[config.mk]
export PLATFORM = sky130hd
export DESIGN_NAME = audio_frame_capture
export DESIGN_NICKNAME = d
export VERILOG_FILES = /design/src/rtl/audio_frame_capture.sv
export SDC_FILE = /design/constraint.sdc
export NUM_CORES = 1
export LEC_CHECK = 0
export ABC_AREA = 1
export BUFFER_PORTS_ARGS = -buffer_cell sky130_fd_sc_hd__buf_2
export CAP_MARGIN = 10
export CORE_ASPECT_RATIO = 0.9
export CORE_MARGIN = 2
export CORE_UTILIZATION = 50
export DETAILED_ROUTE_END_ITERATION = 6
export MAX_ROUTING_LAYER = met4
export PLACE_DENSITY_LB_ADDON = 0.3
export RECOVER_POWER = 25
export SYNTH_ARGS = -nofsm -noshare
export SYNTH_HDL_FRONTEND = slang
export SYNTH_SLANG_ARGS = --single-unit
[constraint.sdc]
create_clock -name clk -period 2.57 [get_ports clk]
set_input_delay 0.514 -clock clk [delete_from_list [all_inputs] [get_ports clk]]
set_output_delay 0.514 -clock clk [all_outputs]
set_load 0.03 [all_outputs]
[src/rtl/audio_frame_capture.sv]
// rtl/audio_frame_capture.sv - decimating ADC capture: listen for speech energy, then stream framed signed samples
module audio_frame_capture #(
    parameter int          CLK_DIV        = 12500,
    parameter int          FRAME_LEN      = 256,
    parameter int          NUM_FRAMES     = 32,
    parameter logic [11:0] THRESHOLD      = 12'd200,
    parameter int          LISTEN_TIMEOUT = 16000
) (
    input  logic        clk,
    input  logic        rst,
    input  logic [11:0] adc_data,
    input  logic        arm,
    output logic [11:0] sample_out,
    output logic        sample_valid,
    output logic        frame_first,
    output logic        frame_last,
    output logic        busy,
    output logic        done,
    output logic        timeout
);

    localparam int CW = $clog2(CLK_DIV);
    localparam int SW = $clog2(FRAME_LEN);
    localparam int FW = (NUM_FRAMES > 1) ? $clog2(NUM_FRAMES) : 1;
    localparam int LW = $clog2(LISTEN_TIMEOUT + 1);

    localparam logic [CW-1:0] CNT_LAST    = CW'(CLK_DIV - 1);
    localparam logic [SW-1:0] SAMP_LAST   = SW'(FRAME_LEN - 1);
    localparam logic [FW-1:0] FRAME_LAST  = FW'(NUM_FRAMES - 1);
    localparam logic [LW-1:0] LISTEN_LAST = LW'(LISTEN_TIMEOUT - 1);

    localparam logic [1:0] S_IDLE    = 2'd0;
    localparam logic [1:0] S_LISTEN  = 2'd1;
    localparam logic [1:0] S_CAPTURE = 2'd2;
    localparam logic [1:0] S_DONE    = 2'd3;

    logic [1:0]    state;
    logic [CW-1:0] div_cnt;
    logic [SW-1:0] sample_idx;
    logic [FW-1:0] frame_idx;
    logic [LW-1:0] listen_cnt;
    logic          tick;
    logic [11:0]   s;
    logic [11:0]   mag;
    logic          trigger;

    assign tick = (div_cnt == CNT_LAST);
    assign s    = {~adc_data[11], adc_data[10:0]};

    // -2048 has no positive counterpart in 12 bits, so it saturates to 2047
    always_comb begin
        mag = s;
        if (s[11]) begin
            mag = (s == 12'h800) ? 12'h7FF : (~s + 12'd1);
        end
    end

    assign trigger = (mag >= THRESHOLD);

    // DONE is the cycle carrying the last strobe, so busy covers it and drops with the done pulse
    assign busy = (state != S_IDLE);

    always_ff @(posedge clk) begin
        if (rst) begin
            state        <= S_IDLE;
            div_cnt      <= '0;
            sample_idx   <= '0;
            frame_idx    <= '0;
            listen_cnt   <= '0;
            sample_out   <= '0;
            sample_valid <= 1'b0;
            frame_first  <= 1'b0;
            frame_last   <= 1'b0;
            done         <= 1'b0;
            timeout      <= 1'b0;
        end else begin
            div_cnt      <= tick ? '0 : div_cnt + CW'(1);
            sample_valid <= 1'b0;
            frame_first  <= 1'b0;
            frame_last   <= 1'b0;
            done         <= 1'b0;
            timeout      <= 1'b0;
            case (state)
                S_IDLE: begin
                    if (arm) begin
                        state      <= S_LISTEN;
                        listen_cnt <= '0;
                        sample_idx <= '0;
                        frame_idx  <= '0;
                    end
                end
                S_LISTEN: begin
                    if (tick) begin
                        if (trigger) begin
                            // triggering sample goes out as sample 0 of frame 0
                            sample_valid <= 1'b1;
                            sample_out   <= s;
                            frame_first  <= 1'b1;
                            sample_idx   <= SW'(1);
                            frame_idx    <= '0;
                            state        <= S_CAPTURE;
                        end else begin
                            listen_cnt <= listen_cnt + LW'(1);
                            if (listen_cnt == LISTEN_LAST) begin
                                timeout <= 1'b1;
                                state   <= S_IDLE;
                            end
                        end
                    end
                end
                S_CAPTURE: begin
                    if (tick) begin
                        sample_valid <= 1'b1;
                        sample_out   <= s;
                        frame_first  <= (sample_idx == '0);
                        frame_last   <= (sample_idx == SAMP_LAST);
                        if (sample_idx == SAMP_LAST) begin
                            sample_idx <= '0;
                            if (frame_idx == FRAME_LAST) begin
                                state <= S_DONE;
                            end else begin
                                frame_idx <= frame_idx + FW'(1);
                            end
                        end else begin
                            sample_idx <= sample_idx + SW'(1);
                        end
                    end
                end
                S_DONE: begin
                    done  <= 1'b1;
                    state <= S_IDLE;
                end
                default: state <= S_IDLE;
            endcase
        end
    end

endmodule

==> load_flow_metrics.sql, run 1 <==
INSERT INTO impl_metrics (metric_group, metric, value, unit) VALUES
('hold_path', 'end_point_of_the_worst_hold_path', 'div_cnt[0]', ''),
('global_routing', 'groute.usage.overall', '21.77', '%'),
('clocking', 'htree_levels', '3', ''),
('power_and_ir_drop', 'power.net_switching', '1.064', 'mW'),
('critical_path', 'critPathLaunchType', 'flop', ''),
('power_and_ir_drop', 'power.switching_fraction', '35.30', '%'),
('power_and_ir_drop', 'seqPwrFrac', '34.3', '%'),
('sta', 'hold_viol', '0', ''),
('hold_path', 'min_path_type', 'reg -> reg', ''),
('clocking', 'cts_root_buf', 'sky130_fd_sc_hd__clkbuf_8', ''),
('cells_and_area', 'n_antenna_cell', '0', ''),
('detailed_routing', 'remaining_drc_errors', '0', ''),
('critical_path', 'worst_reg2reg_path_depth', '9', ''),
('floorplanning', 'floorplan.core_area', '6930', 'sq um'),
('hold_path', 'worst_hold_path.num_cells', '1', ''),
('critical_path', 'timing.critical_path.arrival', '2.38', 'ns'),
('status', 'status', 'finished, final reports clean', ''),
('synth', 'post-synth-top-area-fraction', '34.08', '%'),
('floorplanning', 'floorplan.initialDensity', '50.86', '%'),
('synth', 'synth_ff_type', 'sky130_fd_sc_hd__dfxtp_1', ''),
('power_and_ir_drop', 'power.ir.vdd_worst', '0.3073', 'mV'),
('placed_design', 'gp_congestion', '0.9295', ''),
('global_routing', 'maximum_number_of_pins_on_one_net_before_global_route_repair', '23', ''),
('cells_and_area', 'number_of_standard_cells_in_the_layout_taps_in_and_fillers_out', '619', ''),
('sta', 'fmax', '0.4681', 'GHz'),
('cells_and_area', 'final_net_count', '548', ''),
('critical_path', 'rr_endpoint', 'frame_idx[0]', ''),
('synth', 'ys_seq_elements', '60', ''),
('power_and_ir_drop', 'intPower', '1.950', 'mW'),
('detailed_routing', 'routed_wire_length_per_instance', '12.39', 'um'),
('synth', 'asyncSetResetFlopFracSynth', '0', '%'),
('critical_path', 'cpPeakStageDelay', '0.46', 'ns'),
('sta', 'minimum_clock_period', '2.136', 'ns'),
('critical_path', 'ff2ff_setup_slack', '0.43', 'ns'),
('synth', 'synth.avg_cell_area', '7.252', 'sq um'),
('sta', 'slew_worst_pin', '0.7725', 'ns'),
('synth', 'synth_edf_count', '0', ''),
('sta', 'period_share', '83.12', '%'),
('synth', 'post_synth_instance_area', '3525', 'sq um'),
('synth', 'ys_warn_count', '0', ''),
('detailed_routing', 'via_per_inst', '5.310', ''),
('placed_design', 'dpl.hpwl', '5516', 'um'),
('critical_path', 'worst_ep_required_time', '2.81', 'ns'),
('clocking', 'worstSkewPairLatency', '0.34', 'ns'),
('clocking', 'ctsHoldBuffers', '0', ''),
('global_routing', 'wire_length_of_the_first_global_routing_pass', '13320', 'um'),
('sta', 'grt_setup_unrepaired', 'false', ''),
('detailed_routing', 'drt_iter0_drc', '145', ''),
('critical_path', 'cpMaxStageDelayCell', 'sky130_fd_sc_hd__dfxtp_1', ''),
('global_routing', 'grt_overflow', '0', ''),
('synth', 'postSynthNetCount', '513', ''),
('critical_path', 'source_of_the_worst_register_to_register_timing_path', 'state[0]', ''),
('critical_path', 'worst-setup-path-type', 'reg -> reg', ''),
('floorplanning', 'die-width', '92.50', 'um'),
('sta', 'final-max-slew-violation-count', '0', ''),
('sta', 'setup_viol', '0', ''),
('placed_design', 'numPortBuffers', '32', ''),
('power_and_ir_drop', 'clkPwrFrac', '35.5', '%'),
('clocking', 'number_of_clock_buffers_inserted_by_tritoncts', '9', ''),
('power_and_ir_drop', 'power_per_cell_area', '760.9', 'nW/um^2'),
('critical_path', 'critical_path.max_fanout', '7', ''),
('detailed_routing', 'dr.pass1.iters', '4', ''),
('power_and_ir_drop', 'p_leak', '1.486', 'nW'),
('synth', 'post_synth_main_area_contributors', 'sky130_fd_sc_hd__dfxtp_1, sky130_fd_sc_hd__nor2_1, sky130_fd_sc_hd__nand2_1, sky130_fd_sc_hd__inv_1, sky130_fd_sc_hd__nand3_1', ''),
('synth', 'leading_cell_type_by_number_of_instances_after_synthesis', 'sky130_fd_sc_hd__nor2_1', ''),
('sta', 'fin_setup_tns', '0', 'ns'),
('clocking', 'clkTransAtPathRegs', '0.07', 'ns'),
('cells_and_area', 'flow.area_growth_from_synthesis', '12.39', '%'),
('sta', 'slew_headroom', '48.50', '%'),
('clocking', 'cts-resized-gates', '0', ''),
('clocking', 'max-clock-path-buffers', '2', '');
## routing by layer
metal | up-vias | wire length [um] | track usage [%]
met3 | 12 | 394 | 5.330
met2 | 88 | 3540 | 33.05
met1 | 1509 | 3600 | 27.48
met4 | 0 | 133 | 9.634
li1 | 1678 | - | -
met5 | - | 0 | -
## flip-flops by register name, summed over array words and instances (netlist names), named ones only
| register | count |
|---|---|
| div_cnt | 14 |
| listen_cnt | 14 |
| sample_out | 12 |
| sample_idx | 8 |
| frame_idx | 5 |
| done | 1 |
| frame_first | 1 |
| frame_last | 1 |
| sample_valid | 1 |
| state | 1 |
| timeout | 1 |
## metrics by stage
stage	power [mW]	worst slack (ns)	utilization [%]	cell area (sq um)
after floorplan	1.817	0.4784	-	3525
after global placement	1.934	0.3807	53.94	3739
after detailed placement	1.955	0.3280	53.94	3739
after CTS	3.035	0.4511	57.56	3989
after global routing	3.201	0.3092	57.16	3961
final	3.014	0.4339	57.16	3961
## kinds of logic after synthesis
| family | share of synthesized area (%) |
|---|---|
| and+or+nand+nor | 38.09 |
| buffers and inverters | 8.164 |
| adders and majority gates | 4.260 |
| DFF | 34.08 |
| AOI/OAI and AO/OA | 12.42 |
| xor gates and xnor gates | 2.982 |
## critical path, delay by kind of cell (launching register included)
family	cells	cell delay, ns
adders and majority gates	1	0.22
and+or+nand+nor	5	0.98
DFF	1	0.46
AOI/OAI and AO/OA	1	0.14
buffers and inverters	2	0.22
## power by group through the flow
stage / sequential, mW / combinational [mW] / clock [mW]
2_1_floorplan: 1.04 / 0.777 / 0
3_3_place_gp: 1.05 / 0.882 / 0
3_5_place_dp: 1.05 / 0.903 / 0
4_1_cts: 1.03 / 0.907 / 1.10
5_1_grt: 1.04 / 1.02 / 1.14
6_report: 1.03 / 0.911 / 1.07
## final cells by class
type	count	area [sq um]
clock buffer	12	155.1
sequential	60	1201
inverter	52	195.2
timing repair buffer	36	167.7
multi-input combinational	362	2031
clock inverter	4	95.09
tap	93	116.4
fill	679	2969
## cell usage in the layout, fill, tap and decap left out, types with 3 or more instances in the layout
master,Yosys,routed
sky130_fd_sc_hd__nor3_1,13,13
sky130_fd_sc_hd__nand3_4,3,3
sky130_fd_sc_hd__a21oi_1,23,23
sky130_fd_sc_hd__nand4_1,19,19
sky130_fd_sc_hd__nor2_2,4,4
sky130_fd_sc_hd__nor3b_1,4,4
sky130_fd_sc_hd__nand2_2,18,18
sky130_fd_sc_hd__o21ai_1,4,4
sky130_fd_sc_hd__inv_1,47,47
sky130_fd_sc_hd__buf_2,0,14
sky130_fd_sc_hd__buf_4,1,4
sky130_fd_sc_hd__a21oi_2,11,11
sky130_fd_sc_hd__nand3_1,33,33
sky130_fd_sc_hd__bufinv_16,0,3
sky130_fd_sc_hd__clkbuf_1,4,19
sky130_fd_sc_hd__clkbuf_8,1,11
sky130_fd_sc_hd__dfxtp_1,60,60
sky130_fd_sc_hd__nor2_1,78,78
sky130_fd_sc_hd__inv_2,4,4
sky130_fd_sc_hd__nand2_1,73,73
sky130_fd_sc_hd__o21ai_0,22,22
sky130_fd_sc_hd__xor2_1,11,11
sky130_fd_sc_hd__nor4_1,7,7
sky130_fd_sc_hd__ha_1,12,12
sky130_fd_sc_hd__o31ai_1,3,3
sky130_fd_sc_hd__nand2_4,4,4
## worst max-delay path by stage
stage / startpoint / endpoint / slack (ns) / cells after the start
finish: state[0] / frame_idx[0] / 0.43 / 9
global route: state[0] / frame_idx[0] / 0.31 / 9
global placement: adc_data[0] / listen_cnt[1] / 0.38 / 14
CTS: state[0] / frame_idx[0] / 0.45 / 9
detailed placement: adc_data[0] / listen_cnt[1] / 0.33 / 14
floorplan: state[0] / frame_idx[0] / 0.48 / 9
(Power assumes the default switching activity.)
==> run 2: changes to the inputs <==
ABC_AREA = 0   (was 1)
clock period = 1.9 ns   (was 2.57 ns; I/O delays follow)
==> run 2 against run 1 <==
  * The flow now finishes with violations (setup timing)
  * Clock power increased by 36%
  * Register-to-register slack got worse by 0.92 ns
  * Cell count decreased by 8.9%
  * Global-route usage increased by 3.0 points
  * Sequential share of layout area decreased by 3.8 points
  * Synthesized area decreased by 7.8%
  * Combinational power increased by 32%
  * Utilization increased by 16 points
  * Non-clock buffer count increased by 66
  * Cell area increased by 14%
  * Power increased by 31%
==> load_flow_metrics.sql, run 2 <==
INSERT INTO impl_metrics (metric_group, metric, value, unit) VALUES
('status', 'status', 'finished with violations', ''),
('status', 'failed_checks', 'setup timing', ''),
('synth', 'synth_top_cells_by_count', 'sky130_fd_sc_hd__dfxtp_1, sky130_fd_sc_hd__nor2_1, sky130_fd_sc_hd__nand2_1, sky130_fd_sc_hd__nand3_1, sky130_fd_sc_hd__a21oi_1', ''),
('synth', 'synth.avg_cell_area', '8.665', 'sq um'),
('synth', 'ys_seq_area_share', '36.97', '%'),
('floorplanning', 'floorplan.initialDensity', '52.27', '%'),
('synth', 'synth_edf_count', '0', ''),
('detailed_routing', 'drt.antenna.violating_nets', '0', ''),
('clocking', 'cts.sinks', '60', ''),
('placed_design', 'placed_cells', '539', ''),
('sta', 'hold_ws', '0.3122', 'ns'),
('global_routing', 'antenna_found_initial', '0', ''),
('floorplanning', 'die-width', '88.98', 'um'),
('critical_path', 'worst_ep_required_time', '2.15', 'ns'),
('synth', 'asyncSetResetFlopFracSynth', '0', '%'),
('placed_design', 'gp_congestion', '0.9031', ''),
('cells_and_area', 'biggestRegsByFlops', 'div_cnt (14), listen_cnt (14), sample_out (12)', ''),
('synth', 'postSynthCellCount', '375', ''),
('sta', 'slew_headroom', '65.15', '%'),
('global_routing', 'groute.usage.overall', '24.78', '%'),
('synth', 'post_synth_main_area_contributors', 'sky130_fd_sc_hd__dfxtp_1, sky130_fd_sc_hd__nor2_1, sky130_fd_sc_hd__xnor2_1, sky130_fd_sc_hd__ha_1, sky130_fd_sc_hd__mux2i_1', ''),
('placed_design', 'postPlaceCellArea', '3980', 'sq um'),
('floorplanning', 'fp.dieArea', '7161', 'sq um'),
('critical_path', 'critPathLaunchType', 'flop', ''),
('power_and_ir_drop', 'power_per_cell_area', '869.2', 'nW/um^2'),
('cells_and_area', 'final_common_cell', 'sky130_fd_sc_hd__buf_4', ''),
('floorplanning', 'floorplan.die.height', '80.48', 'um'),
('synth', 'postSynthNetCount', '402', ''),
('clocking', 'clkTransAtPathRegs', '0.07', 'ns'),
('cells_and_area', 'most-common-layout-cells', 'sky130_fd_sc_hd__buf_4, sky130_fd_sc_hd__dfxtp_1, sky130_fd_sc_hd__nor2_1, sky130_fd_sc_hd__buf_2, sky130_fd_sc_hd__nand2_1', ''),
('critical_path', 'timing.critical_path.arrival', '2.63', 'ns'),
('synth', 'ys_seq_elements', '60', ''),
('global_routing', 'first_global_vias', '2905', ''),
('synth', 'yosysUniqueCellTypes', '54', ''),
('cells_and_area', 'number_of_standard_cells_in_the_layout_taps_in_and_fillers_out', '564', ''),
('sta', 'slew_worst_pin', '0.5215', 'ns'),
('floorplanning', 'floorplan.core_area', '6216', 'sq um'),
('power_and_ir_drop', 'p_leak', '1.741', 'nW'),
('clocking', 'htree_levels', '3', ''),
('global_routing', 'wire_length_of_the_first_global_routing_pass', '13430', 'um'),
('floorplanning', 'std_cell_rows', '27', ''),
('clocking', 'worstSkewPairLatency', '0.35', 'ns'),
('synth', 'leading_cell_type_by_number_of_instances_after_synthesis', 'sky130_fd_sc_hd__dfxtp_1', ''),
('critical_path', 'critPathCaptureType', 'flop', ''),
('detailed_routing', 'drt_iter0_drc', '151', ''),
('floorplanning', 'num_io_pins', '33', ''),
('sta', 'grt_setup_unrepaired', 'true', ''),
('synth', 'synth_ff_type', 'sky130_fd_sc_hd__dfxtp_1', ''),
('global_routing', 'maximum_number_of_pins_on_one_net_before_global_route_repair', '22', ''),
('sta', 'layout_setup_ws', '-0.4872', 'ns'),
('sta', 'skew', '0.01231', 'ns'),
('critical_path', 'worst-setup-path-type', 'reg -> reg', ''),
('placed_design', 'dpl.hpwl', '5290', 'um'),
('cells_and_area', 'final_net_count', '499', ''),
('power_and_ir_drop', 'fin_total_pwr', '3.942', 'mW'),
('cells_and_area', 'flow.area_growth_from_synthesis', '39.58', '%'),
('clocking', 'ctsHoldBuffers', '0', ''),
('run', 'cap_viol_max_count', '0', ''),
('synth', 'yosys.area.top_type', 'sky130_fd_sc_hd__dfxtp_1', ''),
('detailed_routing', 'routed_wire_length_per_instance', '15.12', 'um'),
('detailed_routing', 'dr_total_vias', '3143', ''),
('global_routing', 'grt_overflow', '0', ''),
('synth', 'ys_warn_count', '0', ''),
('synth', 'post-synth-top-area-fraction', '36.97', '%'),
('sta', 'setup_viol', '42', ''),
('detailed_routing', 'dr.pass1.iters', '5', ''),
('clocking', 'cts_root_buf', 'sky130_fd_sc_hd__clkbuf_8', ''),
('sta', 'fmax', '0.4189', 'GHz'),
('clocking', 'max-clock-path-buffers', '2', ''),
('power_and_ir_drop', 'power.ir.vdd_worst', '0.5814', 'mV'),
('hold_path', 'min_path_type', 'in -> reg', ''),
('synth', 'post_synth_instance_area', '3249', 'sq um'),
('detailed_routing', 'wirelength', '8528', 'um'),
('critical_path', 'critical_path.max_fanout', '6', ''),
('cells_and_area', 'n_antenna_cell', '0', ''),
('clocking', 'number_of_clock_buffers_inserted_by_tritoncts', '9', ''),
('cells_and_area', 'proportion_of_layout_cells_with_a_drive_suffix_above_1', '33.33', '%'),
('detailed_routing', 'via_per_inst', '5.573', ''),
('placed_design', 'numPortBuffers', '32', ''),
('sta', 'final-max-slew-violation-count', '0', ''),
('cells_and_area', 'layout_cell_area_excl_fill', '4536', 'sq um'),
('detailed_routing', 'remaining_drc_errors', '0', ''),
('clocking', 'clock_tree_from_tritoncts', 'done', ''),
('sta', 'period_share', '125.6', '%'),
('sta', 'hold_viol', '0', ''),
('sta', 'minimum_clock_period', '2.387', 'ns');
run 2: cell count changes after synthesis, sizes merged, moves of 9 or more:
cell	change
nand4	-13
o21ai	-14
nand3	-16
nand2	-70
nor2	-27
inv	-32
mux2i	+14
a21oi	-15
nor3	-9
and3	+9
xnor2	+17
run 2: per-stage QoR:
| step | setup slack [ns] | util, % | TNS (ns) |
|---|---|---|---|
| after floorplan | -0.4654 | - | -10.85 |
| after global placement | -0.5415 | 64.03 | -18.11 |
| after detailed placement | -0.6075 | 64.03 | -20.16 |
| after CTS | -0.4485 | 69.75 | -14.18 |
| after global routing | -0.5628 | 72.97 | -15.78 |
| final | -0.4872 | 72.97 | -12.19 |
run 2: worst max-delay path, cell delays in order (launching register included):
cell	delay [ns]
sky130_fd_sc_hd__dfxtp_2	0.35
sky130_fd_sc_hd__ha_4	0.13
sky130_fd_sc_hd__or4b_4	0.46
sky130_fd_sc_hd__nor4_4	0.26
sky130_fd_sc_hd__nor2_1	0.10
sky130_fd_sc_hd__a211o_4	0.30
sky130_fd_sc_hd__buf_6	0.14
sky130_fd_sc_hd__a2111oi_4	0.29
sky130_fd_sc_hd__xnor2_1	0.18
sky130_fd_sc_hd__nor2_1	0.06
run 2: area by class of cell:
class	count	area, sq um
clock buffer	12	155.1
clock inverter	4	95.09
fill	449	1680
inverter	20	75.07
multi-input combinational	279	2145
sequential	60	1204
tap	87	108.9
timing repair buffer	102	753.2
run 2: power breakdown:
part / switching, mW / total, mW / internal [mW]
logic: 0.711 / 1.20 / 0.486
registers: 0.0145 / 1.29 / 1.28
clock network: 0.511 / 1.45 / 0.941
total: 1.24 / 3.94 / 2.71
run 2: logic make-up (layout without fill, tap and decap cells):
| family | after synthesis | in the layout | synth area share (%) |
|---|---|---|---|
| fa+ha+maj | 12 | 12 | 4.621 |
| xor+xnor | 23 | 23 | 6.199 |
| buf+inv | 37 | 138 | 4.775 |
| compound gates | 68 | 68 | 17.18 |
| simple gates | 160 | 161 | 25.61 |
| mux | 15 | 15 | 4.659 |
| flops | 60 | 60 | 36.97 |
run 2: layer usage:
metal,share of wire [%],wire length [um],vias up,track usage (%)
li1,-,-,1537,-
met1,44,3746,1471,31.65
met2,48,4132,115,37.01
met3,5.8,494,20,6.475
met4,1.8,155,0,10.60
met5,0,0,-,-
run 2: repair_timing:
item	in CTS	in global routing
setup endpoints to repair	56	58
gates resized for setup	12	35
pin swaps	13	14
cloned	0	2
buffers inserted	3	4
run 2: worst paths after layout:
kind	slack [ns]	depth (start not counted)	end	startpoint
setup reg to reg	-0.49	9	listen_cnt[5]	div_cnt[0]
hold / removal	0.31	3	sample_out[9]	adc_data[9]
setup / recovery	-0.49	9	listen_cnt[5]	div_cnt[0]
hold reg to reg	0.49	2	sample_out[10]	sample_out[10]
